[config.mk]
export PLATFORM = sky130hd
export DESIGN_NAME = multiplier_pipelined_hs
export DESIGN_NICKNAME = d
export VERILOG_FILES = /design/src/rtl/mult_pkg.sv /design/src/rtl/mult_pp_array.sv /design/src/rtl/multiplier_pipelined_hs.sv
export SDC_FILE = /design/constraint.sdc
export NUM_CORES = 2
export LEC_CHECK = 0
export BUFFER_PORTS_ARGS = -buffer_cell sky130_fd_sc_hd__buf_4
export CAP_MARGIN = 20
export CORE_MARGIN = 1
export CORE_UTILIZATION = 50
export CTS_CLUSTER_DIAMETER = 80
export DETAILED_ROUTE_END_ITERATION = 10
export GPL_TIMING_DRIVEN = 0
export PLACE_DENSITY = 0.77
export SYNTH_ARGS = -nofsm -noshare
export SYNTH_HDL_FRONTEND = slang
export SYNTH_SLANG_ARGS = --single-unit
[constraint.sdc]
create_clock -name clk -period 19.95 [get_ports clk]
set_input_delay 1.995 -clock clk [delete_from_list [all_inputs] [get_ports clk]]
set_output_delay 1.995 -clock clk [all_outputs]
set_load 0.05 [all_outputs]
[src/rtl/mult_pkg.sv]
// Shared types and helpers for the pipelined multiplier.
//  - mult_op_t : one multiply request (operands, signed mode, tag) at the default widths.
//  - half_of() : half of an operand width, used to split operands into halves.
//  - abs_w()   : two's-complement magnitude of a sign-extended value.
// The operand width is a module parameter, so abs_w() works on a fixed wide
// vector: callers sign-extend to MAX_W bits and keep the low WIDTH bits of the
// result. The magnitude of the most-negative WIDTH-bit value is 2^(WIDTH-1),
// which still fits in WIDTH unsigned bits.
package mult_pkg;

  localparam int DEF_WIDTH = 32;
  localparam int DEF_TAG_W = 4;
  localparam int MAX_W     = 128;

  typedef struct packed {
    logic [DEF_WIDTH-1:0] a;
    logic [DEF_WIDTH-1:0] b;
    logic                 is_signed;
    logic [DEF_TAG_W-1:0] tag;
  } mult_op_t;

  function automatic int half_of(input int w);
    return w / 2;
  endfunction

  function automatic logic [MAX_W-1:0] abs_w(input logic [MAX_W-1:0] v);
    return v[MAX_W-1] ? (~v + 1'b1) : v;
  endfunction

endpackage

[src/rtl/mult_pp_array.sv]
// Partial-product stage of the pipelined multiplier.
// Splits two WIDTH-bit unsigned magnitudes into WIDTH/2-bit halves and
// registers the four half-by-half products (each fits in WIDTH bits).
// Ports:
//  clk, rst_n   clock, asynchronous active-low reset (products clear to 0)
//  en           advance enable; when 0 all four registers hold
//  a, b         unsigned magnitudes from the accept stage
//  ll, lh       aL*bL, aL*bH
//  hl, hh       aH*bL, aH*bH
module mult_pp_array
  import mult_pkg::*;
#(
  parameter int WIDTH = 32
) (
  input  logic             clk,
  input  logic             rst_n,
  input  logic             en,
  input  logic [WIDTH-1:0] a,
  input  logic [WIDTH-1:0] b,
  output logic [WIDTH-1:0] ll,
  output logic [WIDTH-1:0] lh,
  output logic [WIDTH-1:0] hl,
  output logic [WIDTH-1:0] hh
);

  localparam int HALF = half_of(WIDTH);

  // Halves zero-extended to WIDTH so each product is computed at full width.
  logic [WIDTH-1:0] a_lo, a_hi, b_lo, b_hi;

  assign a_lo = {{HALF{1'b0}}, a[HALF-1:0]};
  assign a_hi = {{HALF{1'b0}}, a[WIDTH-1:HALF]};
  assign b_lo = {{HALF{1'b0}}, b[HALF-1:0]};
  assign b_hi = {{HALF{1'b0}}, b[WIDTH-1:HALF]};

  always_ff @(posedge clk or negedge rst_n) begin
    if (!rst_n) begin
      ll <= '0;
      lh <= '0;
      hl <= '0;
      hh <= '0;
    end else if (en) begin
      ll <= a_lo * b_lo;
      lh <= a_lo * b_hi;
      hl <= a_hi * b_lo;
      hh <= a_hi * b_hi;
    end
  end

endmodule

[src/rtl/multiplier_pipelined_hs.sv]
// Three-stage pipelined WIDTH x WIDTH integer multiplier with valid/ready flow
// control, per-operation signed/unsigned mode and an opaque tag carried with
// each operation.
//  S1 (accept): sign of the result and operand magnitudes.
//  S2 (mult_pp_array): four half-width partial products.
//  S3 (output): partial products summed at 2*WIDTH bits, sign applied.
// Ports:
//  clk, rst_n            clock, asynchronous active-low reset
//  in_valid / in_ready   operand handshake from the issue stage
//  in_a, in_b            multiplicand / multiplier
//  in_signed             1: two's-complement operation, 0: unsigned
//  in_tag                tag returned with the product
//  out_valid / out_ready product handshake to writeback
//  out_r                 2*WIDTH-bit product
//  out_tag               tag of the product on out_r
// WIDTH must be even and at least 4.
//
// Handshake: a transfer happens on a side in any cycle where its valid and
// ready are both 1. The producer holds in_* stable while in_ready=0; this block
// holds out_r/out_tag stable while out_valid=1 and out_ready=0. The whole pipe
// moves together on adv = !out_valid || out_ready, and in_ready is adv itself,
// so accept and drain in the same cycle sustain one operation per clock.
module multiplier_pipelined_hs
  import mult_pkg::*;
#(
  parameter int WIDTH = 32,
  parameter int TAG_W = 4
) (
  input  logic               clk,
  input  logic               rst_n,
  input  logic               in_valid,
  output logic               in_ready,
  input  logic [WIDTH-1:0]   in_a,
  input  logic [WIDTH-1:0]   in_b,
  input  logic               in_signed,
  input  logic [TAG_W-1:0]   in_tag,
  output logic               out_valid,
  input  logic               out_ready,
  output logic [2*WIDTH-1:0] out_r,
  output logic [TAG_W-1:0]   out_tag
);

  localparam int HALF = half_of(WIDTH);

  logic adv;

  assign adv      = !out_valid || out_ready;
  assign in_ready = adv;

  // ---------------- S1: sign and magnitudes ----------------
  logic [MAX_W-1:0] ext_a, ext_b;
  logic [WIDTH-1:0] a_mag, b_mag;
  logic             neg_in;

  assign ext_a  = MAX_W'(signed'(in_a));
  assign ext_b  = MAX_W'(signed'(in_b));
  assign a_mag  = in_signed ? WIDTH'(abs_w(ext_a)) : in_a;
  assign b_mag  = in_signed ? WIDTH'(abs_w(ext_b)) : in_b;
  assign neg_in = in_signed & (in_a[WIDTH-1] ^ in_b[WIDTH-1]);

  logic             s1_valid, s1_neg;
  logic [WIDTH-1:0] s1_a, s1_b;
  logic [TAG_W-1:0] s1_tag;

  // Bubbles are loaded too: the valid bit alone marks the stage as empty.
  always_ff @(posedge clk or negedge rst_n) begin
    if (!rst_n) begin
      s1_valid <= 1'b0;
      s1_neg   <= 1'b0;
      s1_a     <= '0;
      s1_b     <= '0;
      s1_tag   <= '0;
    end else if (adv) begin
      s1_valid <= in_valid;
      s1_neg   <= neg_in;
      s1_a     <= a_mag;
      s1_b     <= b_mag;
      s1_tag   <= in_tag;
    end
  end

  // ---------------- S2: partial products ----------------
  logic [WIDTH-1:0] pp_ll, pp_lh, pp_hl, pp_hh;
  logic             s2_valid, s2_neg;
  logic [TAG_W-1:0] s2_tag;

  mult_pp_array #(
    .WIDTH (WIDTH)
  ) u_pp (
    .clk   (clk),
    .rst_n (rst_n),
    .en    (adv),
    .a     (s1_a),
    .b     (s1_b),
    .ll    (pp_ll),
    .lh    (pp_lh),
    .hl    (pp_hl),
    .hh    (pp_hh)
  );

  always_ff @(posedge clk or negedge rst_n) begin
    if (!rst_n) begin
      s2_valid <= 1'b0;
      s2_neg   <= 1'b0;
      s2_tag   <= '0;
    end else if (adv) begin
      s2_valid <= s1_valid;
      s2_neg   <= s1_neg;
      s2_tag   <= s1_tag;
    end
  end

  // ---------------- S3: sum and sign ----------------
  // The unsigned magnitude product is below 2^(2*WIDTH), and its negation
  // is at least -2^(2*WIDTH-2), so neither mode can overflow.
  logic [2*WIDTH-1:0] mag_prod, prod;

  always_comb begin
    mag_prod = {pp_hh, {WIDTH{1'b0}}}
             + {{HALF{1'b0}}, pp_lh, {HALF{1'b0}}}
             + {{HALF{1'b0}}, pp_hl, {HALF{1'b0}}}
             + {{WIDTH{1'b0}}, pp_ll};
    prod     = s2_neg ? (~mag_prod + 1'b1) : mag_prod;
  end

  // Data registers only load real results, so a bubble leaves the last
  // product visible (out_valid=0) instead of partial-sum noise.
  always_ff @(posedge clk or negedge rst_n) begin
    if (!rst_n) begin
      out_valid <= 1'b0;
      out_r     <= '0;
      out_tag   <= '0;
    end else if (adv) begin
      out_valid <= s2_valid;
      if (s2_valid) begin
        out_r   <= prod;
        out_tag <= s2_tag;
      end
    end
  end

endmodule
======== After elaboration in Yosys (flattened, before gate mapping) ========
Cells that the tools add are included.
storage, ports and cells
  flip-flop bits (word level) ............. 273
  input bits .............................. 73
  output and inout port bits .............. 70
  logic and storage cells ................. 38
operators by class
  add/subtract/negate cells ............... 6
  multipliers ............................. 4
  muxes and demuxes ....................... 5
  bitwise logic cells ..................... 5
  reduce and logical (&&, ||, !) cells .... 3
operators with widths
  kind                                                              count
  64-bit by 48-bit adder with 64-bit output                         2
  16-bit by 16-bit multiplier with 32-bit output                    4
  32-bit 2-to-1 mux                                                 4
  32-bit by 1-bit adder with 32-bit output (second input constant)  2
  64-bit by 1-bit adder with 64-bit output (second input constant)  1
  64-bit by 32-bit adder with 64-bit output                         1
  64-bit 2-to-1 mux                                                 1
  32-bit NOT                                                        2
  64-bit NOT                                                        1
  2-bit AND reduction                                               1
  1-bit bitwise AND                                                 1
  1-bit logical NOT                                                 1
  1-bit logical OR                                                  1
  1-bit XOR                                                         1

======== Longest topological paths before layout ========
  word-level depth ........................ 6
  depth in mapped cells ................... 26
  depth with buffers taken out ............ 24

======== Modules after synthesis ========
From an unflattened synthesis, not the netlist that was laid out.
second synthesis, totals
  cells, all modules ...................... 5678
  area, all modules ....................... 50215.7 sq um
modules (own cells, without submodules)
  module                   instances  cells each  area each (sq um)  seq. area each (sq um)
  mult_pp_array            1          4358        39091.2            3203.1
  multiplier_pipelined_hs  1          1320        11124.4            3628.5

======== Worst setup path after synthesis ========
Ideal clock, no wire load.
  path kind ............................... register to register
  start ................................... register s1_a[7]
  end ..................................... register u_pp.ll[30]
  library setup time ...................... 0.133 ns
  data arrival time ....................... 6.293 ns
  data required time ...................... 19.817 ns
  setup slack ............................. 13.524 ns
  stages on the path, launching flop included .. 27
  path buffers ............................ 2
  clock period less this slack ............ 6.426 ns
  cell sequence ........................... dfrtp_1 > clkbuf_1 > nand2_1 > fa_1 > inv_1 > fa_1 > inv_1 > fa_1 > inv_1 > fa_1 > fa_1 > inv_1 > fa_1 > inv_1 > ha_1 > clkbuf_1 > a21oi_1 > nand2_1 > a21oi_1 > o21ai_0 > o311a_1 > a31o_2 > o41ai_1 > o2111ai_1 > a21oi_1 > xor2_1 > o21ai_0
between the ends
  cells in the longest elaborated chain, start to end .. 1
ends and longest elaborated chain
  item                                            RTL line                       RTL
  from (decl)                                     multiplier_pipelined_hs.sv:62  logic [WIDTH-1:0] s1_a, s1_b;
  from (signal assigned)                          multiplier_pipelined_hs.sv:76  s1_a <= a_mag;
  16-bit by 16-bit multiplier with 32-bit output  mult_pp_array.sv:43            ll <= a_lo * b_lo;
  to (signal assigned)                            mult_pp_array.sv:43
  to (decl)                                       mult_pp_array.sv:20            output logic [WIDTH-1:0] ll,
No other way between the ends.
A chain may end at the register's enable or synchronous reset.

======== Final worst setup path ========
  start ................................... register s1_a[8]
  end ..................................... register u_pp.ll[28]
Same word-level chain as after synthesis.

==> metrics.txt <==
CP startpoint s1_a[8]$_DFFE_PN0N_; setup TNS 0 ns; most common library cell in the layout ignoring fill and taps inv_1; Hold Buf Count CTS 0; RSZ-0062 raised after global routing false; routability cong. 1.05; Worst R2R Start s1_a[8]$_DFFE_PN0N_; initial antenna violation count 20; Longest Clk Path Bufs 3; Max Cap Viol 0; # setup viols final 0; Via density ~5.8; GRT overflow 0; syn_area_per_cell roughly 8.7 sq um; Most used DFF post-synth dfrtp_1; Ys Warns 0; outcome complete, but fails checks; crit path DAT 8.80 ns; DPL Wire Length 140 mm; post-CTS setup buffer count 0; CTS Buf Count 38; CTS HTree Levels 2; Synth-to-Final Area Change 8.55%; Clk pin slew, worst setup/hold paths roughly 0.06 ns; crit path time final between 8 and 9 ns; Netlist cell types slightly above 90; Worst-Margin Slew about 1.2 ns; Detailed Routing Iterations Pass 1 9; layout cells sized above 1 4.64%; Worst Setup Start Kind flip-flop; Fin. Hold Viols 0; Slew headroom 16.7%; largest area contributor in the netlist fa_1; core area approximately 0.097 sq mm; Yosys top cell area share 33.0%; CTS tree done; Min-Delay Path Class reg -> reg; port bufs 142; sequential-to-total area share from yosys stat between 10 and 15%; DRT antenna net count 0; Crit Path Category reg -> reg; fmax 0.120 GHz; Residual DRC 30; cells taking the most area after synthesis fa_1 33%, dfrtp_1 14%, ha_1 11%, inv_1 7.2%, nand2_1 7.0%; Root Driver clkbuf_16; starting DRC count in detailed routing approximately 3700; CP endpoint kind flip-flop; Tcrit/Tclk final roughly two fifths; DIE WIDTH 315 microns; starting density of the core 50.6%; post-cts resize count 0; DR vias 41402; placed cell count approximately 7000; max-slew violation count 0; first-pass GRT wire length approximately 250 mm; failing checks design-rule violations; synthesized area 0.0491 sq mm; Post-synth EDFFs 0; worst-path fanout max 10; clk_lat worst skew approximately 0.61 ns; Final Skew 0.0464 ns; DIE AREA ~0.099 sq mm; most frequent cells in the layout 941 x inv_1, 922 x nand2_1, 809 x fa_1; Final nets between 7000 and 8000; GRT Total Usage 34.8%; fin cells approximately 7100; routed wire length ~170 mm; Synth async-reset ratio 100%; Die Y 315 microns; io pins between 100 and 150; syn nets a little under 7000; largest net degree at the start of global routing roughly 120; Routed WL per cell 24.1 microns; Synth Instances 5623; Synth Register Bits 273; hold path startpoint s2_tag[0]$_DFFE_PN0N_; vias in the first global route approximately 41000; CP required approximately 20 ns; Clock Sinks 273; Rows ~110
[stage by stage]
step                cell area (sq um)  util, %  hold slack [ns]  worst slack [ns]
global placement                51800     53.4            0.447             11.83
detailed placement              51900     53.5            0.452             11.83
global route                    53300     54.9            0.490             11.37
CTS                             53200     54.8            0.464             11.81
floorplan                       49100        -            0.439             13.52
finish                          53300     55.0            0.459             11.59
[state kept, by name (all words and copies together) (netlist names), 4 cells and up]
register and cells:
s1_a 32, out_r 64, s2_tag 4, u_pp.hl 32
out_tag 4, s1_b 32, u_pp.lh 32, u_pp.ll 32
s1_tag 4, u_pp.hh 32
[worst paths after layout]
kind | end | slack [ns] | cells past startpoint
hold / removal | out_tag[0]$_DFFE_PN0P_ | 0.46 | 2
setup reg to reg | u_pp.ll[28]$_DFFE_PN0N_ | 11.59 | 22
max in group asynchronous | s1_neg$_DFFE_PN0N_ | 17.09 | 3
min in group asynchronous | out_r[31]$_DFFE_PN0P_ | 1.32 | 1
setup / recovery | u_pp.ll[28]$_DFFE_PN0N_ | 11.59 | 22
hold reg to reg | out_tag[0]$_DFFE_PN0P_ | 0.46 | 2
[layout make-up]
class	count	area (sq um)
Antenna cell	15	37.5
Buffer	287	1100
Clock buffer	45	1060
Clock inverter	19	248
Fill cell	8910	43700
Inverter	941	3530
Multi-Input combinational cell	4122	37600
Sequential cell	273	6830
Tap cell	1276	1600
Timing Repair Buffer	153	1260
[layer usage]
layer	part of all wire (%)	global-route usage [%]	up-vias
met5	0.064	0	-
met4	6.4	19.3	11
met1	38	44.3	20559
li1	-	-	17900
met2	43	53.0	2390
met3	12	10.7	542
[logic make-up (layout without fill, tap and decap cells)]
family          after synthesis  count (layout)  share of synthesized area [%]
mux                           7               7                          0.150
flops                       273             273                           13.9
compound gates              726             726                           9.16
simple gates               1870            1870                           18.2
other cells                   0              15                              0
xor+xnor                    259             259                           4.63
fa+ha+maj                  1260            1260                           44.5
buf+inv                    1228            1445                           9.44
[synth_stat cells, types with 13 or more instances]
cell and count:
dfrtp_1 273, o21ai_0 248, nand2b_1 22, o211ai_1 14
a31oi_1 23, clkbuf_1 270, nand2_1 922, o21a_1 20
a21o_1 53, xor2_1 132, xnor2_1 126, ha_1 451
inv_1 941, fa_1 809, o31ai_1 36, o21bai_1 17
nor3_1 59, nor4_1 15, and3_1 23, o21ai_1 13
nor2_1 195, nand3_1 41, nor2b_1 19, and2_1 481
a21oi_1 189, or3_1 17, o41ai_1 15, a211oi_1 20
nand4_1 13
[critical path, stage by stage, from the launching register on]
cell and delay, ns:
dfrtp_1 0.50, clkbuf_1 0.82, nand2_1 0.16, fa_1 0.51
fa_1 0.59, fa_1 0.47, fa_1 0.54, inv_1 0.05
fa_1 0.47, inv_1 0.05, fa_1 0.47, inv_1 0.04
ha_1 0.35, a41oi_1 0.21, o21ai_0 0.11, a21oi_1 0.23
o21ai_0 0.18, o311a_1 0.34, a31o_2 0.26, o41ai_1 0.87
o21ai_0 0.27, xnor2_1 0.54, a21oi_1 0.15
Power is not shown: default switching activity piles up to over one toggle a cycle in this logic, so the estimate is an artifact.
